$ cat src/rtl/mem_arb_pkg.sv
`default_nettype none
// ============================================================
// Module : mem_arb_pkg
// Shared arbiter state encoding and timeout counter width.
// Rev    : 1.0
// ============================================================
package mem_arb_pkg;

  localparam int ARB_TIMEOUT_W = 16;

  typedef enum logic [2:0] {
    ST_IDLE  = 3'd0,
    ST_FETCH = 3'd1,
    ST_DATA  = 3'd2,
    ST_RESP  = 3'd3,
    ST_DRAIN = 3'd4
  } arb_state_e;

endpackage
`default_nettype wire

$ cat src/rtl/arb_timer.sv
`default_nettype none
// ============================================================
// Module : arb_timer
// Ack wait counter; flags expiry after TIMEOUT_CYCLES cycles without ack.
// Rev    : 1.0
// ============================================================
module arb_timer
  import mem_arb_pkg::*;
#(
  parameter int TIMEOUT_CYCLES = 255
) (
  input  logic clk,
  input  logic rst_n,
  input  logic i_clr,
  input  logic i_ack,
  output logic o_expired
);

  localparam logic [ARB_TIMEOUT_W-1:0] c_LIMIT = ARB_TIMEOUT_W'(TIMEOUT_CYCLES - 1);

  logic [ARB_TIMEOUT_W-1:0] r_cnt;

  // The last counted cycle is the expiry cycle, so the request is held TIMEOUT_CYCLES cycles.
  assign o_expired = ~i_clr & ~i_ack & (r_cnt == c_LIMIT);

  always_ff @(posedge clk or negedge rst_n) begin
    if (!rst_n) begin
      r_cnt <= '0;
    end else if (i_clr) begin
      r_cnt <= '0;
    end else if (!i_ack && !o_expired) begin
      r_cnt <= r_cnt + ARB_TIMEOUT_W'(1);
    end
  end

endmodule
`default_nettype wire

$ cat src/rtl/mem_arb.sv
`default_nettype none
// ============================================================
// Module : mem_arb
// Fetch/data arbiter onto one shared memory port; optional ack timeout
// enabled by defining MEM_ARB_TIMEOUT_EN.
// Rev    : 1.0
// ============================================================
module mem_arb
  import mem_arb_pkg::*;
#(
  parameter int ADDR_W         = 32,
  parameter int DATA_W         = 32,
  parameter int TIMEOUT_CYCLES = 255
) (
  input  logic                clk_i,
  input  logic                rst_ni,
  input  logic                if_req_i,
  input  logic [ADDR_W-1:0]   if_addr_i,
  input  logic                dm_req_i,
  input  logic                dm_wren_i,
  input  logic [ADDR_W-1:0]   dm_addr_i,
  input  logic [DATA_W-1:0]   dm_wdata_i,
  input  logic [DATA_W/8-1:0] dm_bmask_i,
  input  logic                flush_i,
  input  logic                mem_ack_i,
  input  logic [DATA_W-1:0]   mem_rdata_i,
  output logic                mem_req_o,
  output logic                mem_wren_o,
  output logic [ADDR_W-1:0]   mem_addr_o,
  output logic [DATA_W-1:0]   mem_wdata_o,
  output logic [DATA_W/8-1:0] mem_bmask_o,
  output logic [DATA_W-1:0]   if_rdata_o,
  output logic                if_valid_o,
  output logic [DATA_W-1:0]   dm_rdata_o,
  output logic                dm_valid_o,
  output logic                if_stall_o,
  output logic                dm_stall_o,
  output logic                err_o
);

  arb_state_e            r_state;
  logic                  r_mem_req;
  logic                  r_mem_wren;
  logic [ADDR_W-1:0]     r_mem_addr;
  logic [DATA_W-1:0]     r_mem_wdata;
  logic [DATA_W/8-1:0]   r_mem_bmask;
  logic [DATA_W-1:0]     r_if_rdata;
  logic [DATA_W-1:0]     r_dm_rdata;
  logic                  r_if_valid;
  logic                  r_dm_valid;
  logic                  w_timeout;
  logic                  w_done;

`ifdef MEM_ARB_TIMEOUT_EN
  logic w_tmr_clr;
  logic r_err;

  // Counter restarts on every entry into a waiting state, including FETCH -> DRAIN.
  assign w_tmr_clr = (r_state == ST_IDLE) || (r_state == ST_RESP) ||
                     ((r_state == ST_FETCH) && flush_i);

  arb_timer #(
    .TIMEOUT_CYCLES(TIMEOUT_CYCLES)
  ) u_arb_timer (
    .clk       (clk_i),
    .rst_n     (rst_ni),
    .i_clr     (w_tmr_clr),
    .i_ack     (mem_ack_i),
    .o_expired (w_timeout)
  );

  always_ff @(posedge clk_i or negedge rst_ni) begin
    if (!rst_ni) begin
      r_err <= 1'b0;
    end else if (w_timeout) begin
      r_err <= 1'b1;
    end
  end

  assign err_o = r_err;
`else
  assign w_timeout = 1'b0;
  assign err_o     = 1'b0;
`endif

  assign w_done = mem_ack_i | w_timeout;

  always_ff @(posedge clk_i or negedge rst_ni) begin
    if (!rst_ni) begin
      r_state     <= ST_IDLE;
      r_mem_req   <= 1'b0;
      r_mem_wren  <= 1'b0;
      r_mem_addr  <= '0;
      r_mem_wdata <= '0;
      r_mem_bmask <= '0;
      r_if_rdata  <= '0;
      r_dm_rdata  <= '0;
      r_if_valid  <= 1'b0;
      r_dm_valid  <= 1'b0;
    end else begin
      case (r_state)
        ST_IDLE: begin
          if (dm_req_i) begin
            r_mem_req   <= 1'b1;
            r_mem_wren  <= dm_wren_i;
            r_mem_addr  <= dm_addr_i;
            r_mem_wdata <= dm_wdata_i;
            r_mem_bmask <= dm_bmask_i;
            r_state     <= ST_DATA;
          end else if (if_req_i && !flush_i) begin
            r_mem_req   <= 1'b1;
            r_mem_wren  <= 1'b0;
            r_mem_addr  <= if_addr_i;
            r_mem_wdata <= '0;
            r_mem_bmask <= '1;
            r_state     <= ST_FETCH;
          end
        end
        ST_FETCH: begin
          if (flush_i) begin
            // An ack arriving with the flush already retires the access.
            if (mem_ack_i) begin
              r_mem_req <= 1'b0;
              r_state   <= ST_IDLE;
            end else begin
              r_state   <= ST_DRAIN;
            end
          end else if (w_done) begin
            r_mem_req  <= 1'b0;
            r_if_rdata <= w_timeout ? '0 : mem_rdata_i;
            r_if_valid <= 1'b1;
            r_state    <= ST_RESP;
          end
        end
        ST_DATA: begin
          if (w_done) begin
            r_mem_req  <= 1'b0;
            r_dm_valid <= 1'b1;
            if (!r_mem_wren) begin
              r_dm_rdata <= w_timeout ? '0 : mem_rdata_i;
            end
            r_state    <= ST_RESP;
          end
        end
        ST_DRAIN: begin
          if (w_done) begin
            r_mem_req <= 1'b0;
            r_state   <= ST_IDLE;
          end
        end
        ST_RESP: begin
          r_if_valid <= 1'b0;
          r_dm_valid <= 1'b0;
          r_state    <= ST_IDLE;
        end
        default: begin
          r_mem_req  <= 1'b0;
          r_if_valid <= 1'b0;
          r_dm_valid <= 1'b0;
          r_state    <= ST_IDLE;
        end
      endcase
    end
  end

  assign mem_req_o   = r_mem_req;
  assign mem_wren_o  = r_mem_wren;
  assign mem_addr_o  = r_mem_addr;
  assign mem_wdata_o = r_mem_wdata;
  assign mem_bmask_o = r_mem_bmask;
  assign if_rdata_o  = r_if_rdata;
  assign dm_rdata_o  = r_dm_rdata;
  assign dm_valid_o  = r_dm_valid;
  // A flush during the fetch response cycle squashes the instruction.
  assign if_valid_o  = r_if_valid & ~flush_i;

  assign dm_stall_o  = dm_req_i & ~dm_valid_o;
  assign if_stall_o  = (if_req_i & ~if_valid_o) | dm_stall_o;

endmodule
`default_nettype wire
$ cat config.mk
export PLATFORM = sky130hd
export DESIGN_NAME = mem_arb
export DESIGN_NICKNAME = d
export VERILOG_FILES = /design/src/rtl/mem_arb_pkg.sv /design/src/rtl/arb_timer.sv /design/src/rtl/mem_arb.sv
export SDC_FILE = /design/constraint.sdc
export NUM_CORES = 1
export LEC_CHECK = 0
export ABC_AREA = 0
export ABC_CLOCK_PERIOD_IN_PS = 3100
export BUFFER_PORTS_ARGS = -buffer_cell sky130_fd_sc_hd__buf_2
export CORE_MARGIN = 1.5
export CORE_UTILIZATION = 40
export DETAILED_ROUTE_END_ITERATION = 8
export GPL_TIMING_DRIVEN = 0
export PLACE_DENSITY_LB_ADDON = 0.1
export SLEW_MARGIN = 15
export SYNTH_ARGS = -nofsm -noshare
export SYNTH_HDL_FRONTEND = slang
export SYNTH_SLANG_ARGS = --single-unit
$ cat constraint.sdc
create_clock -name clk_i -period 3.1 [get_ports clk_i]
set_input_delay 0 -clock clk_i [delete_from_list [all_inputs] [get_ports clk_i]]
set_output_delay 0 -clock clk_i [all_outputs]
set_load 0.03 [all_outputs]
After elaboration in Yosys (flattened, before gate mapping)
Index checks and enable logic that the tools add are counted.
- bits in registers: 139
- bits in latches: 0
- memory bits (writable): 0
- ROM bits: 0
- input bits: 139
- output and inout bits: 139
- logic and storage cells: 68
- memories: 0
- $add $sub $neg: 0
- multiply operators: 0
- div/mod/pow operators: 0
- magnitude comparators: 0
- eq/ne operators: 10
- shift operators: 0
- multiplexer cells: 23
- bitwise gates (word level): 11
- reduce and logical (&&, ||, !) cells: 14
- operators by type and width (operator ; number):
    2-to-1 mux 32 bit ; 4
    2-to-1 mux 3 bit ; 6
    one-hot mux 3 bit (4 select lines) ; 1
    AND reduction 3 bit ; 4
    OR reduction 3 bit ; 3
    2-to-1 mux 4 bit ; 2
    != test 2 bit (second input constant) ; 4
    2-to-1 mux 1 bit ; 7
    NOT 1 bit ; 7
    == test 3 x 2 -> 1 bit (second input constant) ; 2
    AND reduction 2 bit ; 3
    one-hot mux 1 bit (2 select lines) ; 2
    bitwise AND 1 bit ; 3
    == test 3 x 1 -> 1 bit (second input constant) ; 1
    == test 3 bit (second input constant) ; 1
    logical NOT 3 bit ; 1
    != test 3 bit (second input constant) ; 1
    one-hot mux 1 bit (3 select lines) ; 1
    != test 2 x 1 -> 1 bit (second input constant) ; 1
    nonzero test 2 bit ; 1
    logical AND 1 bit ; 1
    logical NOT 1 bit ; 1
    OR 1 bit ; 1

Depth between registers and ports, before layout
Gate-level depths: netlist (run 1).
- depth in word-level cells: 5
- mapped depth: 6
- gate-level depth less buffers: 3

Worst setup path before layout (run 1)
Ideal clock, no wire load.
- kind: register -> register
- start point: register r_state[2]
- end point: register r_mem_addr[10], in the netlist mem_addr_o[10]
- library setup time: 127 ps
- data arrival time: 1417 ps
- data required time: 2973 ps
- slack: 1555 ps
- stages on the path, launching flop included: 7
- path buffers: 3
- period minus slack after synthesis: 1545 ps
- cells stage by stage: dfrtp_1 > buf_4 > nor3_2 > o21a_1 > buf_6 > buf_6 > mux2_1
- cells in the longest elaborated chain, start to end: 2
- ends and longest elaborated chain (item ; RTL line ; RTL):
    from (decl) ; mem_arb.sv:41 ; arb_state_e r_state;
    from (signal assigned) ; mem_arb.sv:90 ; r_state <= ST_IDLE;
    from (signal assigned) ; mem_arb.sv:109 ; r_state <= ST_DATA;
    from (signal assigned) ; mem_arb.sv:116 ; r_state <= ST_FETCH;
    logical NOT 3 bit ; mem_arb.sv:101 ; case (r_state)
    AND reduction 2 bit (no source line) ; - ;
    to (signal assigned) ; mem_arb.sv:106 ; r_mem_addr <= dm_addr_i;
    to (signal assigned) ; mem_arb.sv:113 ; r_mem_addr <= if_addr_i;
    to (decl) ; mem_arb.sv:44 ; logic [ADDR_W-1:0] r_mem_addr;
No other way between the ends.
A chain may end at the register's enable or synchronous reset.

Worst setup path in the final report (run 1)
- start point: register r_state[2]
- end point: register r_mem_addr[15], in the netlist mem_addr_o[15]
The elaborated chain is that of the path after synthesis.

==> impl_results.html, run 1 <==
<table>
<tr><th>Metric</th><th>Value</th></tr>
<tr><th colspan="2">Hold path</th></tr>
<tr><td>Worst hold path class</td><td>in -&gt; reg</td></tr>
<tr><th colspan="2">Finish</th></tr>
<tr><td>Relative area change from synthesis to final layout</td><td>60.18%</td></tr>
<tr><td>Most common cell after layout, fill and taps aside</td><td>sky130_fd_sc_hd__buf_2</td></tr>
<tr><td>Final Cell Area</td><td>around 9300 µm²</td></tr>
<tr><td>Post-layout utilization of the core</td><td>66.38%</td></tr>
<tr><td>Antenna diode count</td><td>0</td></tr>
<tr><td>Commonest cells after routing, fill and taps aside</td><td>sky130_fd_sc_hd__buf_2 (278), sky130_fd_sc_hd__dfrtp_1 (139), sky130_fd_sc_hd__dlygate4sd3_1 (137)</td></tr>
<tr><td>Proportion of layout cells with a drive suffix above 1</td><td>50.06%</td></tr>
<tr><td>Final layout net count</td><td>between 900 and 1,000</td></tr>
<tr><th colspan="2">Global routing</th></tr>
<tr><td>Pin count of the biggest net entering global routing</td><td>75</td></tr>
<tr><td>Wire length of the first global-routing pass</td><td>24,010 µm</td></tr>
<tr><td>Total global routing track utilization</td><td>about a fifth</td></tr>
<tr><td>Initial antenna violation count</td><td>0</td></tr>
<tr><td>Congestion Overflow GR</td><td>0</td></tr>
<tr><td>Via count of the first global-routing pass</td><td>4,959</td></tr>
<tr><th colspan="2">Floorplanning</th></tr>
<tr><td>Initial Util</td><td>41.44%</td></tr>
<tr><td>Horizontal die dimension</td><td>approximately 120 µm</td></tr>
<tr><td>Chip height</td><td>123.6 µm</td></tr>
<tr><td>Core Region</td><td>14,040 µm²</td></tr>
<tr><td>Cell Rows</td><td>43</td></tr>
<tr><td>Total Die Area</td><td>around 15,000 µm²</td></tr>
<tr><td>Ports placed on the boundary</td><td>278</td></tr>
<tr><th colspan="2">STA</th></tr>
<tr><td>Minimum period implied by the final worst setup slack</td><td>1688 ps</td></tr>
<tr><td>Worst-margin pin slew</td><td>roughly 540 ps</td></tr>
<tr><td>Final Setup Violations</td><td>0</td></tr>
<tr><td>Final Max Slew Viols</td><td>0</td></tr>
<tr><td>Fmax</td><td>around 0.59 GHz</td></tr>
<tr><td>Headroom to the max-slew limit</td><td>63.76%</td></tr>
<tr><td>Setup repair after global routing missed its margin</td><td>no</td></tr>
<tr><td>Setup TNS after final layout</td><td>0 ps</td></tr>
<tr><td>Clock tree skew after final layout</td><td>5.381 ps</td></tr>
<tr><td>Count of final hold-check violations</td><td>0</td></tr>
<tr><td>Portion of the clock cycle consumed by the worst path in the final layout</td><td>54.47%</td></tr>
<tr><th colspan="2">Clocking</th></tr>
<tr><td>Post-CTS Setup Repair Bufs</td><td>0</td></tr>
<tr><td>Total number of H-tree levels</td><td>4</td></tr>
<tr><td>Cells resized by post-CTS repair</td><td>0</td></tr>
<tr><td>TritonCTS clock tree</td><td>done</td></tr>
<tr><td>Number of buffers inserted during clock tree synthesis</td><td>17</td></tr>
<tr><td>Clock Tree Root</td><td>sky130_fd_sc_hd__clkbuf_16</td></tr>
<tr><td>Clock latency on the worst-skew pair</td><td>approximately 410 ps</td></tr>
<tr><td>Total number of clock tree sinks</td><td>~140</td></tr>
<tr><td>Clock tree buffer depth</td><td>2</td></tr>
<tr><td>Clock input transition at the sequential cells of the worst setup and hold paths</td><td>50 ps</td></tr>
<tr><th colspan="2">Worst setup path</th></tr>
<tr><td>Max Fanout on Critical Path</td><td>10</td></tr>
<tr><td>Most common cell type on the critical path</td><td>sky130_fd_sc_hd__buf_6</td></tr>
<tr><td>Sort of element at the start of the critical path</td><td>register</td></tr>
<tr><td>Data required, critical path</td><td>3380 ps</td></tr>
<tr><td>Slowest stage cell on the critical path</td><td>sky130_fd_sc_hd__dfrtp_1</td></tr>
<tr><td>Worst setup EP type</td><td>register</td></tr>
<tr><td>Class of the most critical setup path</td><td>reg -&gt; reg</td></tr>
<tr><td>Delay of the slowest cell on the worst path</td><td>360 ps</td></tr>
<tr><td>Worst-path cell chain</td><td>buf_4, nor3_2, o21a_1, buf_6, buf_6, mux2_1</td></tr>
<tr><td>Arrival time of data at the critical path endpoint</td><td>1970 ps</td></tr>
<tr><th colspan="2">Routing</th></tr>
<tr><td>Final routed wire length divided by cell count</td><td>16.05 µm</td></tr>
<tr><td>Total iterations of the first detailed-routing run</td><td>4</td></tr>
<tr><td>DRC violation count after routing</td><td>0</td></tr>
<tr><td>Routed Antenna Nets</td><td>0</td></tr>
<tr><td>Via count</td><td>4,647</td></tr>
<tr><td>Ratio of routed vias to standard cells</td><td>4.708</td></tr>
<tr><td>DRC violation total after the first TritonRoute iteration</td><td>116</td></tr>
<tr><td>WL final</td><td>15,840 µm</td></tr>
<tr><th colspan="2">Pwr</th></tr>
<tr><td>Power per cell area</td><td>1043 nW/µm²</td></tr>
<tr><td>Leak</td><td>roughly 4.6 nW</td></tr>
<tr><td>Worst IR Drop VDD</td><td>0.0006098 V</td></tr>
<tr><th colspan="2">Synth</th></tr>
<tr><td>Cell count after synthesis</td><td>between 300 and 400</td></tr>
<tr><td>Flip-flop and latch count after synthesis</td><td>around 140</td></tr>
<tr><td>Async set-reset flop share out of synthesis</td><td>100.0%</td></tr>
<tr><td>Mapped Avg Cell Area</td><td>15.90 µm²</td></tr>
<tr><td>Synth top area cells</td><td>sky130_fd_sc_hd__dfrtp_1 (60%), sky130_fd_sc_hd__mux2_1 (10%), sky130_fd_sc_hd__mux2_2 (8.9%), sky130_fd_sc_hd__mux2_4 (7.7%), sky130_fd_sc_hd__a22o_1 (5.0%)</td></tr>
<tr><td>Total number of yosys warnings</td><td>0</td></tr>
<tr><td>Largest area contributor in the netlist</td><td>sky130_fd_sc_hd__dfrtp_1</td></tr>
<tr><td>Area share of the largest cell type after synthesis</td><td>59.77%</td></tr>
<tr><td>Post-synth design cell area</td><td>5819 µm²</td></tr>
<tr><td>Synthesized netlist net count</td><td>approximately 510</td></tr>
<tr><td>Unique cell type count in the Yosys netlist</td><td>32</td></tr>
<tr><td>Number of synthesized flops with an enable pin</td><td>0</td></tr>
<tr><td>Sequential element share of the synthesized area</td><td>59.77%</td></tr>
<tr><td>Most frequently used flop master after synthesis</td><td>sky130_fd_sc_hd__dfrtp_1</td></tr>
<tr><th colspan="2">Placement</th></tr>
<tr><td>Cell area reported after detailed placement</td><td>7458 µm²</td></tr>
<tr><td>Detailed-placement wirelength estimate</td><td>~10,000 µm</td></tr>
<tr><td>Final weighted congestion in routability-driven placement</td><td>0.6990</td></tr>
<tr><td>Port bufs</td><td>275</td></tr>
<tr><th colspan="2">Job</th></tr>
<tr><td>Number of maximum-capacitance constraint violations</td><td>0</td></tr>
<tr><th colspan="2">Outcome</th></tr>
<tr><td>Result of the run</td><td>finished, final reports clean</td></tr>
</table>
area by class of cell:
class | count | area [µm²]
Buffer | 25 | 215.2
Clock buffer | 24 | 471.7
Clock inverter | 4 | 20.02
Fill cell | 1030 | 4721
Inverter | 3 | 11.26
Multi-Input combinational cell | 199 | 2115
Sequential cell | 139 | 3478
Tap cell | 180 | 225.2
Timing Repair Buffer | 413 | 2785
final timing paths:
check	startpoint	depth (start not counted)	slack, ps	endpoint
setup / recovery	r_state[2]$_DFFE_PN0P_	6	1410	mem_addr_o[15]$_DFFE_PN0P_
hold / removal	if_req_i	4	70	r_state[0]$_DFFE_PN0P_
setup reg to reg	r_state[2]$_DFFE_PN0P_	6	1410	mem_addr_o[15]$_DFFE_PN0P_
hold reg to reg	mem_req_o$_DFFE_PN0P_	1	480	mem_req_o$_DFFE_PN0P_
max in group asynchronous	rst_ni	3	2250	mem_addr_o[5]$_DFFE_PN0P_
min in group asynchronous	rst_ni	2	120	mem_wdata_o[29]$_DFFE_PN0P_
cells in the mapped netlist (2+ instances only):
library cell and n:
sky130_fd_sc_hd__buf_4 5, sky130_fd_sc_hd__inv_1 2, sky130_fd_sc_hd__o21ai_0 5, sky130_fd_sc_hd__clkbuf_1 3, sky130_fd_sc_hd__buf_6 13, sky130_fd_sc_hd__mux2_4 30
sky130_fd_sc_hd__o21a_1 2, sky130_fd_sc_hd__buf_2 4, sky130_fd_sc_hd__nand2_1 4, sky130_fd_sc_hd__dfrtp_1 139, sky130_fd_sc_hd__a21oi_1 2, sky130_fd_sc_hd__o22a_1 4
sky130_fd_sc_hd__mux2_1 53, sky130_fd_sc_hd__nor2b_1 2, sky130_fd_sc_hd__mux2_2 46, sky130_fd_sc_hd__nor2_1 4, sky130_fd_sc_hd__a22o_1 33
stage by stage:
step | setup slack, ps | cells | power [W] | hold slack (ps)
6_report | 1412 | 987 | 0.009721 | 65.41
5_1_grt | 1309 | 987 | 0.01026 | 58.52
4_1_cts | 1404 | 987 | 0.009803 | 53.68
3_5_place_dp | 1417 | 822 | 0.007877 | -16.85
3_3_place_gp | 169.6 | 821 | 0.007785 | 214.7
2_1_floorplan | 1555 | 366 | 0.006450 | -295.6
power by group:
group / switching, W / internal, W
Combinational: 0.00295 / 0.00188
Sequential: 0.000463 / 0.00271
Clock: 0.000684 / 0.00104
critical path: cells and delay by family, from the launching register on:
family / cells / cell delay [ps]
AOI/OAI and AO/OA: 1 / 170
buffers and inverters: 3 / 500
DFF: 1 / 360
muxes: 1 / 330
and+or+nand+nor: 1 / 200
registers in the layout, indices dropped and copies added, names as in the netlist:
register / flops
mem_req_o: 1
r_state: 3
if_rdata_o: 32
mem_addr_o: 32
dm_rdata_o: 32
mem_wren_o: 1
r_if_valid: 1
mem_wdata_o: 32
mem_bmask_o: 4
dm_valid_o: 1
cells by family (layout without fill, tap and decap cells):
group / count (synthesis) / after routing / synth area share [%]
AO/OA/AOI/OAI: 49 / 49 / 6.751
AND/OR/NAND/NOR: 18 / 18 / 2.300
buffers and inverters: 28 / 469 / 3.892
flip-flops: 139 / 139 / 59.77
other: 1 / 1 / 0.06444
multiplexers: 129 / 129 / 26.90
XOR/XNOR: 1 / 1 / 0.1505
adder cells (fa/ha/maj): 1 / 1 / 0.1720
metal layers:
metal	global-route usage, %	vias to the layer above	part of all wire [%]
met5	0	-	0
met4	8.764	0	1.9
met3	5.815	25	7.2
met2	36.46	193	52
met1	23.48	2232	39
li1	-	2197	-
timing repair:
item,in CTS,in global routing
endpoints found under the hold margin,201,0
hold buffers,137,0
setup endpoints to repair,0,0
Power figures use the tool's default switching activity.
==> run 2: changes to the inputs <==
--- a/config.mk
+++ b/config.mk
@@ -6,7 +6,7 @@
 export NUM_CORES = 1
 export LEC_CHECK = 0
 export ABC_AREA = 0
-export ABC_CLOCK_PERIOD_IN_PS = 3100
+export ABC_CLOCK_PERIOD_IN_PS = 1500
 export BUFFER_PORTS_ARGS = -buffer_cell sky130_fd_sc_hd__buf_2
 export CORE_MARGIN = 1.5
 export CORE_UTILIZATION = 40
==> constraint.sdc (replaced) <==
create_clock -name clk_i -period 1.5 [get_ports clk_i]
set_input_delay 0 -clock clk_i [delete_from_list [all_inputs] [get_ports clk_i]]
set_output_delay 0 -clock clk_i [all_outputs]
set_load 0.03 [all_outputs]
==> run 2 against run 1 <==
Compared with the run above: the flow now finishes with violations (setup timing); global-route usage grew 0.90 points; fmax rose by 4.6%; via count increased by 2.2%; count of clock-buffer cells in the layout down 4; core utilization increased by 3.7 points; clock skew rose by 5.0 ps; register-to-register slack worse by 1500 ps; sequential power increased by 110%; first-iteration DRC count is 33% higher; largest cell class unchanged.
==> impl_results.html, run 2 (synthesized netlist as in run 1, its figures left out) <==
<table>
<tr><th>Metric</th><th>Value</th></tr>
<tr><th colspan="2">Routing</th></tr>
<tr><td>DRC violation total after the first TritonRoute iteration</td><td>154 (was 116)</td></tr>
<tr><td>DRC violation count after routing</td><td>0 (unchanged)</td></tr>
<tr><td>Routed Antenna Nets</td><td>0 (unchanged)</td></tr>
<tr><td>Via count</td><td>4,747 (was 4,647)</td></tr>
<tr><td>Ratio of routed vias to standard cells</td><td>4.695 (was 4.708)</td></tr>
<tr><td>Total iterations of the first detailed-routing run</td><td>4 (unchanged)</td></tr>
<tr><td>Final routed wire length divided by cell count</td><td>16.44 µm (was 16.05 µm)</td></tr>
<tr><td>WL final</td><td>16,620 µm (was 15,840 µm)</td></tr>
<tr><th colspan="2">Hold path</th></tr>
<tr><td>Terminating pin of the worst hold path</td><td>r_state[0]$_DFFE_PN0P_ (unchanged)</td></tr>
<tr><td>WHS Path Cells</td><td>4 (unchanged)</td></tr>
<tr><td>Worst hold path class</td><td>in -&gt; reg (unchanged)</td></tr>
<tr><td>Worst hold path startpoint</td><td>if_req_i (unchanged)</td></tr>
<tr><th colspan="2">STA</th></tr>
<tr><td>Final Max Slew Viols</td><td>0 (unchanged)</td></tr>
<tr><td>Fmax</td><td>0.6194 GHz (was 0.5923 GHz)</td></tr>
<tr><td>Portion of the clock cycle consumed by the worst path in the final layout</td><td>107.6% (was 54.47%)</td></tr>
<tr><td>Final worst hold slack</td><td>75.85 ps (was 65.41 ps)</td></tr>
<tr><td>Clock tree skew after final layout</td><td>10.41 ps (was 5.381 ps)</td></tr>
<tr><td>Final Setup Violations</td><td>60 (was 0)</td></tr>
<tr><td>Setup repair after global routing missed its margin</td><td>yes (was no)</td></tr>
<tr><td>Final setup slack of the worst path</td><td>-114.4 ps (was 1412 ps)</td></tr>
<tr><td>Minimum period implied by the final worst setup slack</td><td>1614 ps (was 1688 ps)</td></tr>
<tr><td>Count of final hold-check violations</td><td>0 (unchanged)</td></tr>
<tr><th colspan="2">Worst setup path</th></tr>
<tr><td>Worst setup EP type</td><td>register (unchanged)</td></tr>
<tr><td>Arrival time of data at the critical path endpoint</td><td>1900 ps (was 1970 ps)</td></tr>
<tr><td>Data required, critical path</td><td>1790 ps (was 3380 ps)</td></tr>
<tr><td>Class of the most critical setup path</td><td>reg -&gt; reg (unchanged)</td></tr>
<tr><td>Max Fanout on Critical Path</td><td>6 (was 10)</td></tr>
<tr><td>Worst r2r src</td><td>r_state[1]$_DFFE_PN0P_ (was r_state[2]$_DFFE_PN0P_)</td></tr>
<tr><td>Worst setup slack for register-to-register paths</td><td>-110 ps (was 1410 ps)</td></tr>
<tr><td>Sort of element at the start of the critical path</td><td>register (unchanged)</td></tr>
<tr><td>Destination of the worst register-to-register timing path</td><td>mem_addr_o[12]$_DFFE_PN0P_ (was mem_addr_o[15]$_DFFE_PN0P_)</td></tr>
<tr><td>Depth of the worst register-to-register path</td><td>5 (was 6)</td></tr>
<tr><th colspan="2">Clocking</th></tr>
<tr><td>TritonCTS clock tree</td><td>done (unchanged)</td></tr>
<tr><td>Total number of H-tree levels</td><td>4 (unchanged)</td></tr>
<tr><td>Number of buffers inserted during clock tree synthesis</td><td>17 (unchanged)</td></tr>
<tr><td>Clock input transition at the sequential cells of the worst setup and hold paths</td><td>60 ps (was 50 ps)</td></tr>
<tr><td>Clock latency on the worst-skew pair</td><td>410 ps (about the same)</td></tr>
<tr><td>Total number of clock tree sinks</td><td>139 (unchanged)</td></tr>
<tr><td>Clock tree buffer depth</td><td>2 (unchanged)</td></tr>
<tr><td>Clock Tree Root</td><td>sky130_fd_sc_hd__clkbuf_16 (unchanged)</td></tr>
<tr><th colspan="2">Placement</th></tr>
<tr><td>Port bufs</td><td>275 (unchanged)</td></tr>
<tr><td>Setup slack after placement</td><td>-153.8 ps (was 1417 ps)</td></tr>
<tr><td>Detailed-placement wirelength estimate</td><td>10,260 µm (was 10,380 µm)</td></tr>
<tr><td>Final weighted congestion in routability-driven placement</td><td>0.6995 (was 0.6990)</td></tr>
<tr><th colspan="2">Finish</th></tr>
<tr><td>Commonest cells after routing, fill and taps aside</td><td>sky130_fd_sc_hd__buf_2 (278), sky130_fd_sc_hd__dfrtp_1 (138), sky130_fd_sc_hd__dlygate4sd3_1 (136) (was sky130_fd_sc_hd__buf_2 (278), sky130_fd_sc_hd__dfrtp_1 (139), sky130_fd_sc_hd__dlygate4sd3_1 (137))</td></tr>
<tr><td>Relative area change from synthesis to final layout</td><td>69.06% (was 60.18%)</td></tr>
<tr><td>Most common cell after layout, fill and taps aside</td><td>sky130_fd_sc_hd__buf_2 (unchanged)</td></tr>
<tr><td>Final layout net count</td><td>956 (was 937)</td></tr>
<tr><td>Proportion of layout cells with a drive suffix above 1</td><td>55.42% (was 50.06%)</td></tr>
<tr><th colspan="2">Floorplanning</th></tr>
<tr><td>Horizontal die dimension</td><td>123.6 µm (unchanged)</td></tr>
<tr><td>Cell Rows</td><td>43 (unchanged)</td></tr>
<tr><td>Total Die Area</td><td>15,280 µm² (unchanged)</td></tr>
<tr><td>Chip height</td><td>123.6 µm (unchanged)</td></tr>
<tr><td>Initial Util</td><td>41.44% (unchanged)</td></tr>
<tr><td>Core Region</td><td>14,040 µm² (unchanged)</td></tr>
<tr><td>Ports placed on the boundary</td><td>278 (unchanged)</td></tr>
<tr><th colspan="2">Pwr</th></tr>
<tr><td>Leak</td><td>4.941 nW (was 4.638 nW)</td></tr>
<tr><td>Power per cell area</td><td>2230 nW/µm² (was 1043 nW/µm²)</td></tr>
<tr><td>Worst IR Drop VDD</td><td>0.001215 V (was 0.0006098 V)</td></tr>
<tr><th colspan="2">Job</th></tr>
<tr><td>Number of maximum-capacitance constraint violations</td><td>0 (unchanged)</td></tr>
<tr><th colspan="2">Global routing</th></tr>
<tr><td>Congestion Overflow GR</td><td>0 (unchanged)</td></tr>
<tr><td>Via count of the first global-routing pass</td><td>4,947 (was 4,959)</td></tr>
<tr><td>Pin count of the biggest net entering global routing</td><td>79 (was 75)</td></tr>
<tr><td>Total global routing track utilization</td><td>21.58% (was 20.68%)</td></tr>
<tr><td>Wire length of the first global-routing pass</td><td>24,890 µm (was 24,010 µm)</td></tr>
<tr><td>Initial antenna violation count</td><td>1 (was 0)</td></tr>
<tr><th colspan="2">Outcome</th></tr>
<tr><td>Violations in the final reports</td><td>setup timing</td></tr>
<tr><td>Result of the run</td><td>finished, violations left (was finished, final reports clean)</td></tr>
</table>
run 2: changes by cell type in the layout (fill, tap and decap cells not counted), moves of 3 or more:
| cell | delta |
|---|---|
| sky130_fd_sc_hd__bufinv_16 | +3 |
| sky130_fd_sc_hd__clkinvlp_4 | +3 |
| sky130_fd_sc_hd__buf_8 | +4 |
| sky130_fd_sc_hd__mux2_2 | -9 |
| sky130_fd_sc_hd__mux2_1 | -25 |
| sky130_fd_sc_hd__clkbuf_1 | -6 |
| sky130_fd_sc_hd__buf_12 | +3 |
| sky130_fd_sc_hd__mux2_4 | +34 |
| sky130_fd_sc_hd__buf_4 | +10 |
run 2: stage by stage:
step                      cell area (µm²)  setup TNS (ps)  total power, W  utilization, %  instances
after floorplan                      5836          -578.1         0.01338               -        366
after global placement               7437         -207780         0.01615           52.96        821
after detailed placement             7475          -11220         0.01631           53.23        822
after CTS                            9672           -7374         0.02156           68.88       1005
after global routing                 9838          -11460         0.02307           70.06       1011
final                                9838           -4973         0.02194           70.06       1011
run 2: what timing repair did:
item | CTS | global route
cloned | 2 | 2
hold buffers | 136 | 0
buffers inserted | 13 | 5
endpoints found under the setup margin | 120 | 131
hold endpoints to repair | 227 | 0
resized for setup | 32 | 28
pin swaps | 3 | 5
run 2: cell type report:
cell class | instances | area (µm²)
Buffer | 24 | 266.5
Timing Repair Buffer | 433 | 3007
Multi-Input combinational cell | 199 | 2253
Sequential cell | 139 | 3480
Fill cell | 974 | 4204
Antenna cell | 1 | 2.502
Clock inverter | 12 | 146.4
Inverter | 3 | 11.26
Clock buffer | 20 | 446.7
Tap cell | 180 | 225.2
run 2: layer usage:
| layer | up-vias | wire length [µm] | GRT usage, % |
|---|---|---|---|
| li1 | 2234 | - | - |
| met1 | 2312 | 6748 | 24.67 |
| met2 | 182 | 8496 | 38.43 |
| met3 | 19 | 1126 | 6.502 |
| met4 | 0 | 252 | 7.256 |
| met5 | - | 0 | 0 |
run 2: critical path: stages (launching register included):
cell and delay, ps:
sky130_fd_sc_hd__dfrtp_2 450, sky130_fd_sc_hd__nor3_4 210, sky130_fd_sc_hd__o21a_1 190, sky130_fd_sc_hd__buf_6 180, sky130_fd_sc_hd__clkbuf_16 170, sky130_fd_sc_hd__mux2_4 300
run 2: worst max-delay path by stage:
stage,start,endpoint,slack (ps),cells past startpoint
4_1_cts,r_state[1]$_DFFE_PN0P_,mem_addr_o[7]$_DFFE_PN0P_,-140,6
3_3_place_gp,rst_ni,mem_wdata_o[1]$_DFFE_PN0P_,-1440,1
5_1_grt,r_state[1]$_DFFE_PN0P_,mem_addr_o[13]$_DFFE_PN0P_,-170,5
6_report,r_state[1]$_DFFE_PN0P_,mem_addr_o[12]$_DFFE_PN0P_,-110,5
2_1_floorplan,r_state[1]$_DFFE_PN0P_,mem_addr_o[10]$_DFFE_PN0P_,-30,6
3_5_place_dp,r_state[1]$_DFFE_PN0P_,mem_addr_o[7]$_DFFE_PN0P_,-150,6
run 2: power by group:
group	switching (W)	total [W]	internal [W]
Sequential	0.00105	0.00665	0.00560
Clock	0.00157	0.00422	0.00265
Combinational	0.00630	0.0111	0.00477
==> run 3: changes to the inputs <==
--- a/config.mk
+++ b/config.mk
@@ -12,6 +12,7 @@
 export CORE_UTILIZATION = 40
 export DETAILED_ROUTE_END_ITERATION = 8
 export GPL_TIMING_DRIVEN = 0
+export MAX_ROUTING_LAYER = met4
 export PLACE_DENSITY_LB_ADDON = 0.1
 export SLEW_MARGIN = 15
 export SYNTH_ARGS = -nofsm -noshare
==> run 3 against run 2 <==
Compared with the run above: the run still ends with setup timing left; via count is essentially flat; combinational power hardly changed; wire length about the same; worst setup slack better by 0.53 ps; hold slack is essentially flat; power about the same; core utilization is the same; sequential share of layout area did not move; register-to-register slack barely moved; die area is the same; critical path type unchanged; largest cell class unchanged; largest power group unchanged.
==> impl_results.html, run 3 (synthesized netlist as in run 1, its figures left out) <==
<table>
<tr><th>Metric</th><th>Value</th></tr>
<tr><th colspan="2">Floorplanning</th></tr>
<tr><td>Initial Util</td><td>41.44% (unchanged)</td></tr>
<tr><td>Core Region</td><td>14,040 µm² (unchanged)</td></tr>
<tr><td>Chip height</td><td>123.6 µm (unchanged)</td></tr>
<tr><td>Total Die Area</td><td>15,280 µm² (unchanged)</td></tr>
<tr><td>Cell Rows</td><td>43 (unchanged)</td></tr>
<tr><td>Horizontal die dimension</td><td>123.6 µm (unchanged)</td></tr>
<tr><td>Ports placed on the boundary</td><td>278 (unchanged)</td></tr>
<tr><th colspan="2">Hold path</th></tr>
<tr><td>Worst hold path class</td><td>in -&gt; reg (unchanged)</td></tr>
<tr><td>Worst hold path startpoint</td><td>if_req_i (unchanged)</td></tr>
<tr><th colspan="2">Global routing</th></tr>
<tr><td>Layer with the highest usage after global routing</td><td>met2 (unchanged)</td></tr>
<tr><td>Congestion Overflow GR</td><td>0 (unchanged)</td></tr>
<tr><td>Pin count of the biggest net entering global routing</td><td>79 (unchanged)</td></tr>
<tr><td>Wire length of the first global-routing pass</td><td>24,900 µm (was 24,890 µm)</td></tr>
<tr><td>Met2 capacity usage during global routing</td><td>38.40% (was 38.43%)</td></tr>
<tr><td>Met1 track utilization from global routing</td><td>25.03% (was 24.67%)</td></tr>
<tr><td>Initial antenna violation count</td><td>1 (unchanged)</td></tr>
<tr><td>Via count of the first global-routing pass</td><td>4,946 (was 4,947)</td></tr>
<tr><td>Met3 track utilization from global routing</td><td>5.998% (was 6.502%)</td></tr>
<tr><td>Total global routing track utilization</td><td>22.22% (was 21.58%)</td></tr>
<tr><th colspan="2">Worst setup path</th></tr>
<tr><td>Dominant delay contributor by cell family on the critical path</td><td>flip-flops (unchanged)</td></tr>
<tr><td>Class of the most critical setup path</td><td>reg -&gt; reg (unchanged)</td></tr>
<tr><td>Slowest stage cell on the critical path</td><td>sky130_fd_sc_hd__dfrtp_2 (unchanged)</td></tr>
<tr><td>Crit path buf inv count</td><td>2 (unchanged)</td></tr>
<tr><td>Worst setup EP type</td><td>register (unchanged)</td></tr>
<tr><td>Max Fanout on Critical Path</td><td>6 (unchanged)</td></tr>
<tr><td>Delay of the slowest cell on the worst path</td><td>450 ps (about the same)</td></tr>
<tr><td>Crit path from</td><td>r_state[1]$_DFFE_PN0P_ (unchanged)</td></tr>
<tr><td>Worst r2r src</td><td>r_state[1]$_DFFE_PN0P_ (unchanged)</td></tr>
<tr><td>Worst-path cell chain</td><td>nor3_4, o21a_1, buf_6, clkbuf_16, mux2_4 (unchanged)</td></tr>
<tr><td>Sort of element at the start of the critical path</td><td>register (unchanged)</td></tr>
<tr><td>Arrival time of data at the critical path endpoint</td><td>1910 ps (was 1900 ps)</td></tr>
<tr><td>Data required, critical path</td><td>1790 ps (about the same)</td></tr>
<tr><th colspan="2">Finish</th></tr>
<tr><td>Filler cell count</td><td>974 (unchanged)</td></tr>
<tr><td>Layout Cells excl Fill</td><td>1,011 (unchanged)</td></tr>
<tr><td>Post-layout utilization of the core</td><td>70.06% (unchanged)</td></tr>
<tr><td>Most common cell after layout, fill and taps aside</td><td>sky130_fd_sc_hd__buf_2 (unchanged)</td></tr>
<tr><td>Sequential standard cell area</td><td>3480 µm² (unchanged)</td></tr>
<tr><td>Total area of multi-input combinational cells</td><td>2253 µm² (unchanged)</td></tr>
<tr><td>Relative area change from synthesis to final layout</td><td>69.06% (unchanged)</td></tr>
<tr><td>Commonest cells after routing, fill and taps aside</td><td>sky130_fd_sc_hd__buf_2 (278), sky130_fd_sc_hd__dfrtp_1 (138), sky130_fd_sc_hd__dlygate4sd3_1 (136) (unchanged)</td></tr>
<tr><td>Final layout net count</td><td>956 (unchanged)</td></tr>
<tr><td>Proportion of layout cells with a drive suffix above 1</td><td>55.42% (unchanged)</td></tr>
<tr><th colspan="2">Pwr</th></tr>
<tr><td>Leak</td><td>4.941 nW (unchanged)</td></tr>
<tr><td>Worst IR Drop VDD</td><td>0.001215 V (about the same)</td></tr>
<tr><td>Power per cell area</td><td>2231 nW/µm² (was 2230 nW/µm²)</td></tr>
<tr><th colspan="2">Clocking</th></tr>
<tr><td>Clock tree buffer depth</td><td>2 (unchanged)</td></tr>
<tr><td>Clock input transition at the sequential cells of the worst setup and hold paths</td><td>60 ps (about the same)</td></tr>
<tr><td>Clock Tree Root</td><td>sky130_fd_sc_hd__clkbuf_16 (unchanged)</td></tr>
<tr><td>TritonCTS clock tree</td><td>done (unchanged)</td></tr>
<tr><td>Total number of clock tree sinks</td><td>139 (unchanged)</td></tr>
<tr><td>Clock latency on the worst-skew pair</td><td>410 ps (about the same)</td></tr>
<tr><td>Total number of H-tree levels</td><td>4 (unchanged)</td></tr>
<tr><td>Number of buffers inserted during clock tree synthesis</td><td>17 (unchanged)</td></tr>
<tr><th colspan="2">STA</th></tr>
<tr><td>Setup TNS after final layout</td><td>-4915 ps (was -4973 ps)</td></tr>
<tr><td>Setup repair after global routing missed its margin</td><td>yes (unchanged)</td></tr>
<tr><td>Final Setup Violations</td><td>60 (unchanged)</td></tr>
<tr><td>Minimum period implied by the final worst setup slack</td><td>1614 ps (about the same)</td></tr>
<tr><td>Fmax</td><td>0.6196 GHz (was 0.6194 GHz)</td></tr>
<tr><td>Portion of the clock cycle consumed by the worst path in the final layout</td><td>107.6% (about the same)</td></tr>
<tr><td>Final Max Slew Viols</td><td>0 (unchanged)</td></tr>
<tr><td>Count of final hold-check violations</td><td>0 (unchanged)</td></tr>
<tr><td>Final worst hold slack</td><td>76.10 ps (was 75.85 ps)</td></tr>
<tr><td>Clock tree skew after final layout</td><td>7.212 ps (was 10.41 ps)</td></tr>
<tr><td>Final setup slack of the worst path</td><td>-113.9 ps (was -114.4 ps)</td></tr>
<tr><th colspan="2">Outcome</th></tr>
<tr><td>Violations in the final reports</td><td>setup timing (unchanged)</td></tr>
<tr><td>Result of the run</td><td>finished, violations left (unchanged)</td></tr>
<tr><th colspan="2">Routing</th></tr>
<tr><td>Ratio of routed vias to standard cells</td><td>4.699 (was 4.695)</td></tr>
<tr><td>Via count</td><td>4,751 (was 4,747)</td></tr>
<tr><td>Total iterations of the first detailed-routing run</td><td>4 (unchanged)</td></tr>
<tr><td>WL final</td><td>16,610 µm (was 16,620 µm)</td></tr>
<tr><td>DRC violation count after routing</td><td>0 (unchanged)</td></tr>
<tr><td>DRC violation total after the first TritonRoute iteration</td><td>160 (was 154)</td></tr>
<tr><td>Routed Antenna Nets</td><td>0 (unchanged)</td></tr>
<tr><td>Final routed wire length divided by cell count</td><td>16.43 µm (was 16.44 µm)</td></tr>
<tr><th colspan="2">Placement</th></tr>
<tr><td>Number of placed cells counting well taps</td><td>822 (unchanged)</td></tr>
<tr><td>Detailed-placement wirelength estimate</td><td>10,260 µm (unchanged)</td></tr>
<tr><td>Final weighted congestion in routability-driven placement</td><td>0.7071 (was 0.6995)</td></tr>
<tr><td>Setup slack after placement</td><td>-153.8 ps (unchanged)</td></tr>
<tr><td>Port bufs</td><td>275 (unchanged)</td></tr>
<tr><th colspan="2">Job</th></tr>
<tr><td>Number of maximum-capacitance constraint violations</td><td>0 (unchanged)</td></tr>
</table>
[run 3: cell counts in the layout (fill, tap and decap cells not counted)]
No cell type changed its count.
[run 3: final timing paths]
kind	cells after the start	slack, ps	endpoint
min in group asynchronous	2	100	dm_rdata_o[14]$_DFFE_PN0P_
worst min-delay path	4	80	r_state[0]$_DFFE_PN0P_
worst max-delay path	5	-110	mem_addr_o[12]$_DFFE_PN0P_
worst max register to register	5	-110	mem_addr_o[12]$_DFFE_PN0P_
worst min register to register	1	470	mem_req_o$_DFFE_PN0P_
max in group asynchronous	3	660	mem_wdata_o[31]$_DFFE_PN0P_
[run 3: area by class of cell]
class                           instances  area share (%)
Clock buffer                           20           4.540
Multi-Input combinational cell        199           22.90
Antenna cell                            1         0.02544
Tap cell                              180           2.289
Inverter                                3          0.1145
Timing Repair Buffer                  433           30.56
Clock inverter                         12           1.488
Sequential cell                       139           35.37
Buffer                                 24           2.709
[run 3: layer usage]
layer  wire length, µm  share of wire [%]  up-vias
met5                 0                  0        -
met4               207                1.2        0
met3              1107                6.7       19
met2              8503                 51      180
met1              6793                 41     2318
li1                  -                  -     2234
[run 3: worst reg2reg max path, stage by stage, from the launching register on]
cell and delay, ps:
sky130_fd_sc_hd__dfrtp_2 450, sky130_fd_sc_hd__nor3_4 210, sky130_fd_sc_hd__o21a_1 190, sky130_fd_sc_hd__buf_6 180
sky130_fd_sc_hd__clkbuf_16 170, sky130_fd_sc_hd__mux2_4 300
[run 3: per-stage QoR]
| step | power, W | area (µm²) |
|---|---|---|
| after floorplan | 0.01338 | 5836 |
| after global placement | 0.01615 | 7437 |
| after detailed placement | 0.01631 | 7475 |
| after CTS | 0.02156 | 9672 |
| after global routing | 0.02307 | 9838 |
| final | 0.02195 | 9838 |
[run 3: what timing repair did]
| action | CTS | global route |
|---|---|---|
| resized for setup | 32 | 28 |
| gates cloned | 2 | 2 |
| pin swaps | 3 | 5 |
| hold buffers | 136 | 0 |
| setup endpoints to repair | 120 | 131 |
| buffers inserted | 13 | 5 |
| hold endpoints to repair | 227 | 0 |
[run 3: power by group]
part	total (W)	internal (W)	switching [W]	leakage, nW
clock	0.00422	0.00265	0.00158	0.286
sequential	0.00666	0.00560	0.00105	1.68
combinational	0.0111	0.00477	0.00630	2.98
total	0.0220	0.0130	0.00893	4.94
